$ cat src/rtl/acia_uart.sv
// acia_uart: 6850-style ACIA, 8N1 serial port on the 6502 SoC bus.
// Two registers (rs=0 status/control, rs=1 data). Bit timing runs off the
// pclk enable; one bit lasts BAUD_DIV = clk_freq/BAUD pclk ticks.
// Optional feature: define ACIA_OVERRUN_EN to add the OVRN flag (status[5]).
//
// Bus access: a transfer happens on every clk edge where cs_n=0. we_n=0 is a
// write of din to the register chosen by rs; we_n=1 is a read. Reads return
// dout on the following cycle and dout holds while cs_n=1. There is no wait
// state; the bus never stalls.
module acia_uart #(
   parameter int clk_freq = 4000000,
   parameter int BAUD     = 115200
) (
   input  logic       clk,
   input  logic       reset_n,
   input  logic       pclk,
   input  logic       cs_n,
   input  logic       we_n,
   input  logic       rs,
   input  logic       rx,
   input  logic [7:0] din,
   output logic [7:0] dout,
   output logic       tx,
   output logic       irq_n
);

   localparam int BAUD_DIV = clk_freq / BAUD;
   localparam int HALF_DIV = BAUD_DIV / 2;
   localparam int CW       = $clog2(BAUD_DIV + 1);
   localparam logic [CW-1:0] DIV_LAST  = CW'(BAUD_DIV - 1);
   localparam logic [CW-1:0] HALF_LAST = CW'(HALF_DIV - 1);

   typedef enum logic [1:0] {TX_IDLE, TX_START, TX_DATA, TX_STOP} tx_state_t;
   typedef enum logic [1:0] {RX_IDLE, RX_START, RX_DATA, RX_STOP} rx_state_t;

   // bus decode
   logic wr_ctrl, wr_data, rd_data, mreset;
   assign wr_ctrl = ~cs_n & ~we_n & ~rs;
   assign wr_data = ~cs_n & ~we_n &  rs;
   assign rd_data = ~cs_n &  we_n &  rs;
   assign mreset  = wr_ctrl & (din[1:0] == 2'b11);

   // control / status registers
   logic       rie_q, tie_q, tdre_q, rdrf_q, irq_n_q, ovrn_bit;
   logic [7:0] rx_data_q, dout_q, status;

   // transmitter state
   tx_state_t     tx_state_q, tx_state_d;
   logic [CW-1:0] tx_cnt_q, tx_cnt_d;
   logic [2:0]    tx_bit_q, tx_bit_d;
   logic [7:0]    tx_shift_q, tx_shift_d;
   logic          tx_q, tx_d, tx_done, tx_tick_end;

   // receiver state
   rx_state_t     rx_state_q, rx_state_d;
   logic [CW-1:0] rx_cnt_q, rx_cnt_d;
   logic [2:0]    rx_bit_q, rx_bit_d;
   logic [7:0]    rx_shift_q, rx_shift_d;
   logic          rx_sync1_q, rx_sync2_q, rx_prev_q, rx_done, rx_tick_end;

   assign tx_tick_end = pclk && (tx_cnt_q == DIV_LAST);
   assign rx_tick_end = pclk && (rx_cnt_q == DIV_LAST);

   // TX next-state: a write while TDRE=1 launches a frame; each bit is BAUD_DIV ticks
   always_comb begin
      tx_state_d = tx_state_q;
      tx_cnt_d   = tx_cnt_q;
      tx_bit_d   = tx_bit_q;
      tx_shift_d = tx_shift_q;
      tx_done    = 1'b0;
      if (pclk) tx_cnt_d = tx_cnt_q + 1'b1;
      case (tx_state_q)
         TX_IDLE: begin
            tx_cnt_d = '0;
            if (wr_data && tdre_q) begin
               tx_shift_d = din;
               tx_state_d = TX_START;
            end
         end
         TX_START: begin
            if (tx_tick_end) begin
               tx_cnt_d   = '0;
               tx_bit_d   = 3'd0;
               tx_state_d = TX_DATA;
            end
         end
         TX_DATA: begin
            if (tx_tick_end) begin
               tx_cnt_d = '0;
               if (tx_bit_q == 3'd7) begin
                  tx_state_d = TX_STOP;
               end else begin
                  tx_bit_d   = tx_bit_q + 3'd1;
                  tx_shift_d = {1'b0, tx_shift_q[7:1]};
               end
            end
         end
         TX_STOP: begin
            if (tx_tick_end) begin
               tx_cnt_d   = '0;
               tx_state_d = TX_IDLE;
               tx_done    = 1'b1;
            end
         end
         default: tx_state_d = TX_IDLE;
      endcase
      if (mreset) begin
         tx_state_d = TX_IDLE;
         tx_cnt_d   = '0;
         tx_bit_d   = 3'd0;
         tx_done    = 1'b0;
      end
      // line level follows the state being entered so tx is a clean flop output
      case (tx_state_d)
         TX_START: tx_d = 1'b0;
         TX_DATA:  tx_d = tx_shift_d[0];
         default:  tx_d = 1'b1;
      endcase
   end

   // TX state register; async reset drives the line idle immediately
   always_ff @(posedge clk or negedge reset_n) begin
      if (!reset_n) begin
         tx_state_q <= TX_IDLE;
         tx_cnt_q   <= '0;
         tx_bit_q   <= 3'd0;
         tx_shift_q <= 8'h00;
         tx_q       <= 1'b1;
      end else begin
         tx_state_q <= tx_state_d;
         tx_cnt_q   <= tx_cnt_d;
         tx_bit_q   <= tx_bit_d;
         tx_shift_q <= tx_shift_d;
         tx_q       <= tx_d;
      end
   end

   // RX synchronizer and edge-detect history, idle high out of reset
   always_ff @(posedge clk or negedge reset_n) begin
      if (!reset_n) begin
         rx_sync1_q <= 1'b1;
         rx_sync2_q <= 1'b1;
         rx_prev_q  <= 1'b1;
      end else begin
         rx_sync1_q <= rx;
         rx_sync2_q <= rx_sync1_q;
         rx_prev_q  <= rx_sync2_q;
      end
   end

   // RX next-state: find start edge, re-check at half bit, then sample mid-bit
   always_comb begin
      rx_state_d = rx_state_q;
      rx_cnt_d   = rx_cnt_q;
      rx_bit_d   = rx_bit_q;
      rx_shift_d = rx_shift_q;
      rx_done    = 1'b0;
      if (pclk) rx_cnt_d = rx_cnt_q + 1'b1;
      case (rx_state_q)
         RX_IDLE: begin
            rx_cnt_d = '0;
            if (rx_prev_q && !rx_sync2_q) rx_state_d = RX_START;
         end
         RX_START: begin
            if (pclk && (rx_cnt_q == HALF_LAST)) begin
               rx_cnt_d = '0;
               rx_bit_d = 3'd0;
               // line back high at mid start bit: glitch, not a frame
               rx_state_d = rx_sync2_q ? RX_IDLE : RX_DATA;
            end
         end
         RX_DATA: begin
            if (rx_tick_end) begin
               rx_cnt_d   = '0;
               rx_shift_d = {rx_sync2_q, rx_shift_q[7:1]};
               if (rx_bit_q == 3'd7) rx_state_d = RX_STOP;
               else                  rx_bit_d   = rx_bit_q + 3'd1;
            end
         end
         RX_STOP: begin
            if (rx_tick_end) begin
               rx_cnt_d   = '0;
               rx_state_d = RX_IDLE;
               // a low stop bit is a framing error and the byte is dropped
               rx_done    = rx_sync2_q;
            end
         end
         default: rx_state_d = RX_IDLE;
      endcase
      if (mreset) begin
         rx_state_d = RX_IDLE;
         rx_cnt_d   = '0;
         rx_bit_d   = 3'd0;
         rx_done    = 1'b0;
      end
   end

   // RX state register
   always_ff @(posedge clk or negedge reset_n) begin
      if (!reset_n) begin
         rx_state_q <= RX_IDLE;
         rx_cnt_q   <= '0;
         rx_bit_q   <= 3'd0;
         rx_shift_q <= 8'h00;
      end else begin
         rx_state_q <= rx_state_d;
         rx_cnt_q   <= rx_cnt_d;
         rx_bit_q   <= rx_bit_d;
         rx_shift_q <= rx_shift_d;
      end
   end

   // flags, control, received byte, interrupt and read-data registers
   always_ff @(posedge clk or negedge reset_n) begin
      if (!reset_n) begin
         rie_q     <= 1'b0;
         tie_q     <= 1'b0;
         tdre_q    <= 1'b1;
         rdrf_q    <= 1'b0;
         rx_data_q <= 8'h00;
         irq_n_q   <= 1'b1;
         dout_q    <= 8'h00;
      end else begin
         if (wr_ctrl) begin
            rie_q <= din[7];
            tie_q <= (din[6:5] == 2'b01);
         end
         if (mreset)                    tdre_q <= 1'b1;
         else if (tx_done)              tdre_q <= 1'b1;
         else if (wr_data && tdre_q)    tdre_q <= 1'b0;
         // a byte landing on the same edge as a data read keeps RDRF set
         if (mreset)       rdrf_q <= 1'b0;
         else if (rx_done) rdrf_q <= 1'b1;
         else if (rd_data) rdrf_q <= 1'b0;
         if (rx_done) rx_data_q <= rx_shift_q;
         irq_n_q <= ~((rie_q & rdrf_q) | (tie_q & tdre_q));
         if (!cs_n) dout_q <= rs ? rx_data_q : status;
      end
   end

`ifdef ACIA_OVERRUN_EN
   logic ovrn_q;
   // overrun: a byte arrived while the previous one was still unread
   always_ff @(posedge clk or negedge reset_n) begin
      if (!reset_n)                ovrn_q <= 1'b0;
      else if (mreset)             ovrn_q <= 1'b0;
      else if (rx_done && rdrf_q)  ovrn_q <= 1'b1;
      else if (rd_data)            ovrn_q <= 1'b0;
   end
   assign ovrn_bit = ovrn_q;
`else
   assign ovrn_bit = 1'b0;
`endif

   assign status = {~irq_n_q, 1'b0, ovrn_bit, 3'b000, tdre_q, rdrf_q};
   assign dout   = dout_q;
   assign tx     = tx_q;
   assign irq_n  = irq_n_q;

endmodule

$ cat config.mk
export PLATFORM = sky130hd
export DESIGN_NAME = acia_uart
export DESIGN_NICKNAME = d
export VERILOG_FILES = /design/src/rtl/acia_uart.sv
export SDC_FILE = /design/constraint.sdc
export NUM_CORES = 1
export LEC_CHECK = 0
export ABC_AREA = 1
export CELL_PAD_IN_SITES_DETAIL_PLACEMENT = 1
export CELL_PAD_IN_SITES_GLOBAL_PLACEMENT = 1
export CORE_AREA = 2 2 89 91
export DETAILED_ROUTE_END_ITERATION = 6
export DIE_AREA = 0 0 91 93
export DONT_BUFFER_PORTS = 1
export PLACE_DENSITY = 0.7
export SETUP_SLACK_MARGIN = 0.2
export SYNTH_ARGS = -nofsm -noshare
export SYNTH_HDL_FRONTEND = slang
export SYNTH_SLANG_ARGS = --single-unit
$ cat constraint.sdc
create_clock -name clk -period 1.4 [get_ports clk]
set_clock_uncertainty 0.1 [all_clocks]
set_input_delay 0.07 -clock clk [delete_from_list [all_inputs] [get_ports clk]]
set_output_delay 0.07 -clock clk [all_outputs]
set_load 0.05 [all_outputs]
==> results by group <==
Outcome
  – Result of the run: finished, violations left
  – Violations in the final reports: negative hold slack, negative setup slack

Die
  – Initial Utilization: 42.1%
  – Floorplan die area: 8460 µm²
  – Total I/O pin count: 25
  – Number of cell rows: 32
  – Core outline area: 7530 µm²
  – Chip Height: 93 µm
  – Horizontal die dimension: 91 µm

CTS
  – Clk root buf: sky130_fd_sc_hd__clkbuf_8
  – Number of clock buffers inserted by TritonCTS: 9
  – Worst-Skew Late Latency: 0.35 ns
  – Number of buffers between clock root and the deepest sink: 2
  – H-tree levels: 3
  – Clock sinks: 63
  – CTS Hold Bufs: 11
  – Clock transition at the registers of the reported paths: 0.08 ns
  – TritonCTS clock tree: yes

Yosys
  – Number of enable-type register cells in the synthesized netlist: 0
  – Area share of the leading cell type in the synthesized netlist: 45.0%
  – Xor-xnor portion of the synthesized cell area: 1.93%
  – Summed instance area of the synthesized netlist: 3170 µm²
  – Main combinational cell family by area after synthesis: simple AND/OR/NAND/NOR gates
  – Asr flop ratio synth: 100%
  – Fraction of synthesized area in multiplexers: 0%
  – Top_reg_cell synth: sky130_fd_sc_hd__dfrtp_1
  – Total of warnings raised by yosys: 0
  – Top cell type by total area after synthesis: sky130_fd_sc_hd__dfrtp_1
  – Post-synthesis share of cell area spent on and, or, nand and nor gates: 29.3%
  – Synthesized-area fraction occupied by ao, oa, aoi and oai cells: 8.37%
  – Avg Inst Size Synth: 8.78 µm²
  – Share of the yosys chip area belonging to registers: 50.0%
  – Synth area leaders: sky130_fd_sc_hd__dfrtp_1 (45%), sky130_fd_sc_hd__nand2_1 (13%), sky130_fd_sc_hd__dfstp_2 (5.0%), sky130_fd_sc_hd__inv_1 (4.7%), sky130_fd_sc_hd__nand3_1 (4.4%)
  – Synthesized flop and latch total: 63
  – Synth Instances: 361
  – Unique masters post-synth: 37
  – Post-synth net total: 385
  – Post-synthesis share of cell area spent on full adders, half adders and majority gates: 3.55%

Global routing
  – Global route total overflow: 0
  – Via count of the first global-routing pass: 2,962
  – Combined global-route utilization of all metal layers: 21.1%
  – Largest net degree at the start of global routing: 64
  – Antenna violations before repair: 0
  – Global-route wire length before repair: 14.1 mm

STA
  – Clock period minus worst slack: 1.64 ns
  – Worst hold slack: -0.692 ns
  – FMAX: 610 MHz
  – Count of final max-slew check failures: 0
  – Remaining max-slew budget at the tightest pin: 67.0%
  – Ratio of final minimum period to clock period: 117%
  – Actual slew at the worst max-slew pin: 0.496 ns
  – Setup violations, final: 47
  – Final Hold Viols: 74
  – Fin worst setup slack: -0.239 ns
  – RSZ-0062 raised after global routing: true

Route
  – Starting DRC count in detailed routing: 110
  – Count of TritonRoute iterations in the first routing pass: 4
  – Routed wire per std cell: 15.5 µm
  – Average via count per standard cell: 5.01
  – Post-detailed-routing wire length: 8.39 mm
  – Number of nets with antenna violations after routing: 0
  – Total via count after detailed routing: 2,723
  – DRC: 0

Critical path
  – Logic depth of the worst register-to-register path: 9
  – Worst reg2reg path startpoint: tx_cnt_q[0]
  – Worst R2R Setup Slack: -0.24 ns
  – Worst setup path category: reg2reg
  – Arrival time worst endpoint: 1.80 ns
  – Crit path capture type: flop
  – Worst Setup Start Kind: flop
  – Required time at the worst-slack endpoint: 1.56 ns
  – Maximum fanout count along the critical path: 6
  – Reg-to-reg endpoint: tx_bit_q[1]

Finish
  – Fillers: 874
  – Util after Layout: 58.8%
  – Inserted Diodes: 0
  – Layout cell share with drive strength beyond 1: 39.5%
  – Layout Area Growth over Synthesis: 39.6%
  – Net count reported at finish: 460

Place
  – Count of buffers inserted at the top-level ports: 0
  – Last weighted congestion value of the routability-driven placer: 0.763
  – HPWL after detailed placement: 5.09 mm

Pwr
  – Net Switching: 2.41 mW
  – Cell Pwr Density: 1540 nW/µm²
  – Worst VDD drop: 713 µV
  – Sequential Power Share: 36.3%
  – Switching portion of total power: 35.5%
  – Clk pwr share: 28.9%
  – Leakage power summed over all cells: 2.10 nW
  – P_int: 4.38 mW
  – Part of the power in combinational logic: 34.7%

Min path
  – Class of the tightest hold or removal check: in2async

Run
  – Max-capacitance violation count: 0
## cells by family after synthesis
| group | count (synthesis) |
|---|---|
| AO/OA/AOI/OAI | 44 |
| XOR/XNOR | 7 |
| adder cells (fa/ha/maj) | 9 |
| buffers and inverters | 49 |
| flip-flops | 63 |
| AND/OR/NAND/NOR | 189 |
## worst max-delay path, stage by stage, from the launching register on
cell and delay (ns):
sky130_fd_sc_hd__dfrtp_1 0.40, sky130_fd_sc_hd__ha_2 0.18, sky130_fd_sc_hd__nand2_2 0.07, sky130_fd_sc_hd__nor2_4 0.04, sky130_fd_sc_hd__nand2_4 0.10, sky130_fd_sc_hd__buf_6 0.11, sky130_fd_sc_hd__nand3_4 0.08, sky130_fd_sc_hd__o21ai_4 0.25
sky130_fd_sc_hd__nand2_1 0.11, sky130_fd_sc_hd__o21ai_1 0.10
## state kept, by name, indices dropped and copies added, names as in the netlist
register / count
rx_data_q: 8
tx_cnt_q: 6
rx_cnt_q: 6
tx_shift_q: 8
tx_state_q: 2
rx_state_q: 2
tdre_q: 1
rx_bit_q: 3
rx_shift_q: 8
tx: 1
irq_n: 1
dout: 8
rx_sync2_q: 1
tx_bit_q: 3
rdrf_q: 1
tie_q: 1
rx_sync1_q: 1
rie_q: 1
rx_prev_q: 1
## worst max-delay path by stage
stage | slack [ns] | endpoint | start
finish | -0.24 | tx_bit_q[1] | tx_cnt_q[0]
global route | -0.33 | tx_bit_q[1] | tx_cnt_q[0]
CTS | -0.17 | tx_bit_q[2] | tx_cnt_q[0]
detailed placement | -0.21 | tx_bit_q[2] | tx_cnt_q[0]
global placement | -0.17 | rx_data_q[0] | rx_cnt_q[1]
floorplan | -0.05 | rx_data_q[6] | rx_cnt_q[1]
## metrics by stage
step	area [µm²]	setup TNS [ns]	std cells	setup WS [ns]	power, mW
floorplan	3220	-0.638	361	-0.0541	3.54
global placement	3630	-4.21	502	-0.174	4.12
detailed placement	3630	-6.09	502	-0.210	4.20
CTS	4280	-4.63	538	-0.167	6.52
global route	4420	-10.19	543	-0.330	7.20
finish	4420	-5.99	543	-0.239	6.80
## cell usage in the layout (no fill, tap or decap), types with 2 or more instances in the layout
| master | Yosys | layout |
|---|---|---|
| sky130_fd_sc_hd__nand2_1 | 109 | 82 |
| sky130_fd_sc_hd__dfrtp_1 | 57 | 55 |
| sky130_fd_sc_hd__buf_4 | 2 | 49 |
| sky130_fd_sc_hd__inv_1 | 40 | 36 |
| sky130_fd_sc_hd__nand2_2 | 3 | 23 |
| sky130_fd_sc_hd__o21ai_1 | 8 | 17 |
| sky130_fd_sc_hd__nor2_1 | 22 | 16 |
| sky130_fd_sc_hd__nand3_1 | 28 | 16 |
| sky130_fd_sc_hd__nand3_2 | 3 | 13 |
| sky130_fd_sc_hd__dlygate4sd3_1 | 0 | 10 |
| sky130_fd_sc_hd__clkbuf_8 | 0 | 9 |
| sky130_fd_sc_hd__o21ai_0 | 21 | 8 |
| sky130_fd_sc_hd__nor2_4 | 3 | 7 |
| sky130_fd_sc_hd__nand2_4 | 1 | 7 |
| sky130_fd_sc_hd__buf_6 | 3 | 7 |
| sky130_fd_sc_hd__nor2_2 | 4 | 6 |
| sky130_fd_sc_hd__dfstp_2 | 6 | 6 |
| sky130_fd_sc_hd__inv_2 | 2 | 5 |
| sky130_fd_sc_hd__a21oi_2 | 4 | 5 |
| sky130_fd_sc_hd__nand3b_1 | 5 | 5 |
| sky130_fd_sc_hd__xor2_1 | 5 | 5 |
| sky130_fd_sc_hd__a22o_1 | 5 | 5 |
| sky130_fd_sc_hd__o21ai_2 | 1 | 4 |
| sky130_fd_sc_hd__nand3_4 | 1 | 3 |
| sky130_fd_sc_hd__nand4_4 | 1 | 3 |
| sky130_fd_sc_hd__o211ai_1 | 3 | 3 |
| sky130_fd_sc_hd__ha_2 | 0 | 3 |
| sky130_fd_sc_hd__ha_1 | 9 | 3 |
| sky130_fd_sc_hd__ha_4 | 0 | 3 |
| sky130_fd_sc_hd__bufinv_16 | 0 | 3 |
| sky130_fd_sc_hd__clkinv_4 | 0 | 3 |
| sky130_fd_sc_hd__nor2_8 | 2 | 2 |
| sky130_fd_sc_hd__xnor2_1 | 2 | 2 |
| sky130_fd_sc_hd__dfrtp_2 | 0 | 2 |
## cell type report
| cell class | count | area (µm²) | area share (%) |
|---|---|---|---|
| Tap cell | 102 | 128 | 2.88 |
| Sequential cell | 63 | 1590 | 35.9 |
| Inverter | 43 | 171 | 3.87 |
| Clock buffer | 9 | 124 | 2.80 |
| Clock inverter | 7 | 121 | 2.74 |
| Multi-Input combinational cell | 251 | 1720 | 38.9 |
| Timing Repair Buffer | 68 | 574 | 13.0 |
## power by group through the flow
stage	Combinational, mW	Sequential, mW	Clock (mW)
finish	2.36	2.47	1.97
global route	2.61	2.51	2.08
CTS	2.09	2.44	1.99
detailed placement	1.75	2.45	0
global placement	1.69	2.43	0
floorplan	1.08	2.46	0
## synthesized netlist by cell type (2+ instances only)
| cell type | number |
|---|---|
| sky130_fd_sc_hd__dfstp_2 | 6 |
| sky130_fd_sc_hd__xnor2_1 | 2 |
| sky130_fd_sc_hd__nand3_2 | 3 |
| sky130_fd_sc_hd__buf_6 | 3 |
| sky130_fd_sc_hd__inv_1 | 40 |
| sky130_fd_sc_hd__nand2_2 | 3 |
| sky130_fd_sc_hd__a22o_1 | 5 |
| sky130_fd_sc_hd__inv_2 | 2 |
| sky130_fd_sc_hd__nor2_2 | 4 |
| sky130_fd_sc_hd__nor2_4 | 3 |
| sky130_fd_sc_hd__nor2_8 | 2 |
| sky130_fd_sc_hd__ha_1 | 9 |
| sky130_fd_sc_hd__buf_4 | 2 |
| sky130_fd_sc_hd__o211ai_1 | 3 |
| sky130_fd_sc_hd__o21ai_0 | 21 |
| sky130_fd_sc_hd__nand2_1 | 109 |
| sky130_fd_sc_hd__a21oi_1 | 2 |
| sky130_fd_sc_hd__nor2_1 | 22 |
| sky130_fd_sc_hd__nand3b_1 | 5 |
| sky130_fd_sc_hd__nand3_1 | 28 |
| sky130_fd_sc_hd__a21oi_2 | 4 |
| sky130_fd_sc_hd__xor2_1 | 5 |
| sky130_fd_sc_hd__o21ai_1 | 8 |
| sky130_fd_sc_hd__dfrtp_1 | 57 |
## layer usage
layer / track usage [%] / wire length [µm] / up-vias
li1: - / - / 1314
met1: 25.8 / 3690 / 1327
met2: 35.6 / 4160 / 59
met3: 4.51 / 269 / 23
met4: 9.85 / 278 / 0
met5: 0 / 0 / -
## what timing repair did
item                                    4_1_cts  5_1_grt
pin swaps                                    21       17
hold endpoints to repair                     92       74
buffers inserted                              7        5
gates cloned                                  2        0
resized for setup                            63       33
endpoints found under the setup margin       51       52
Power figures use the tool's default switching activity.
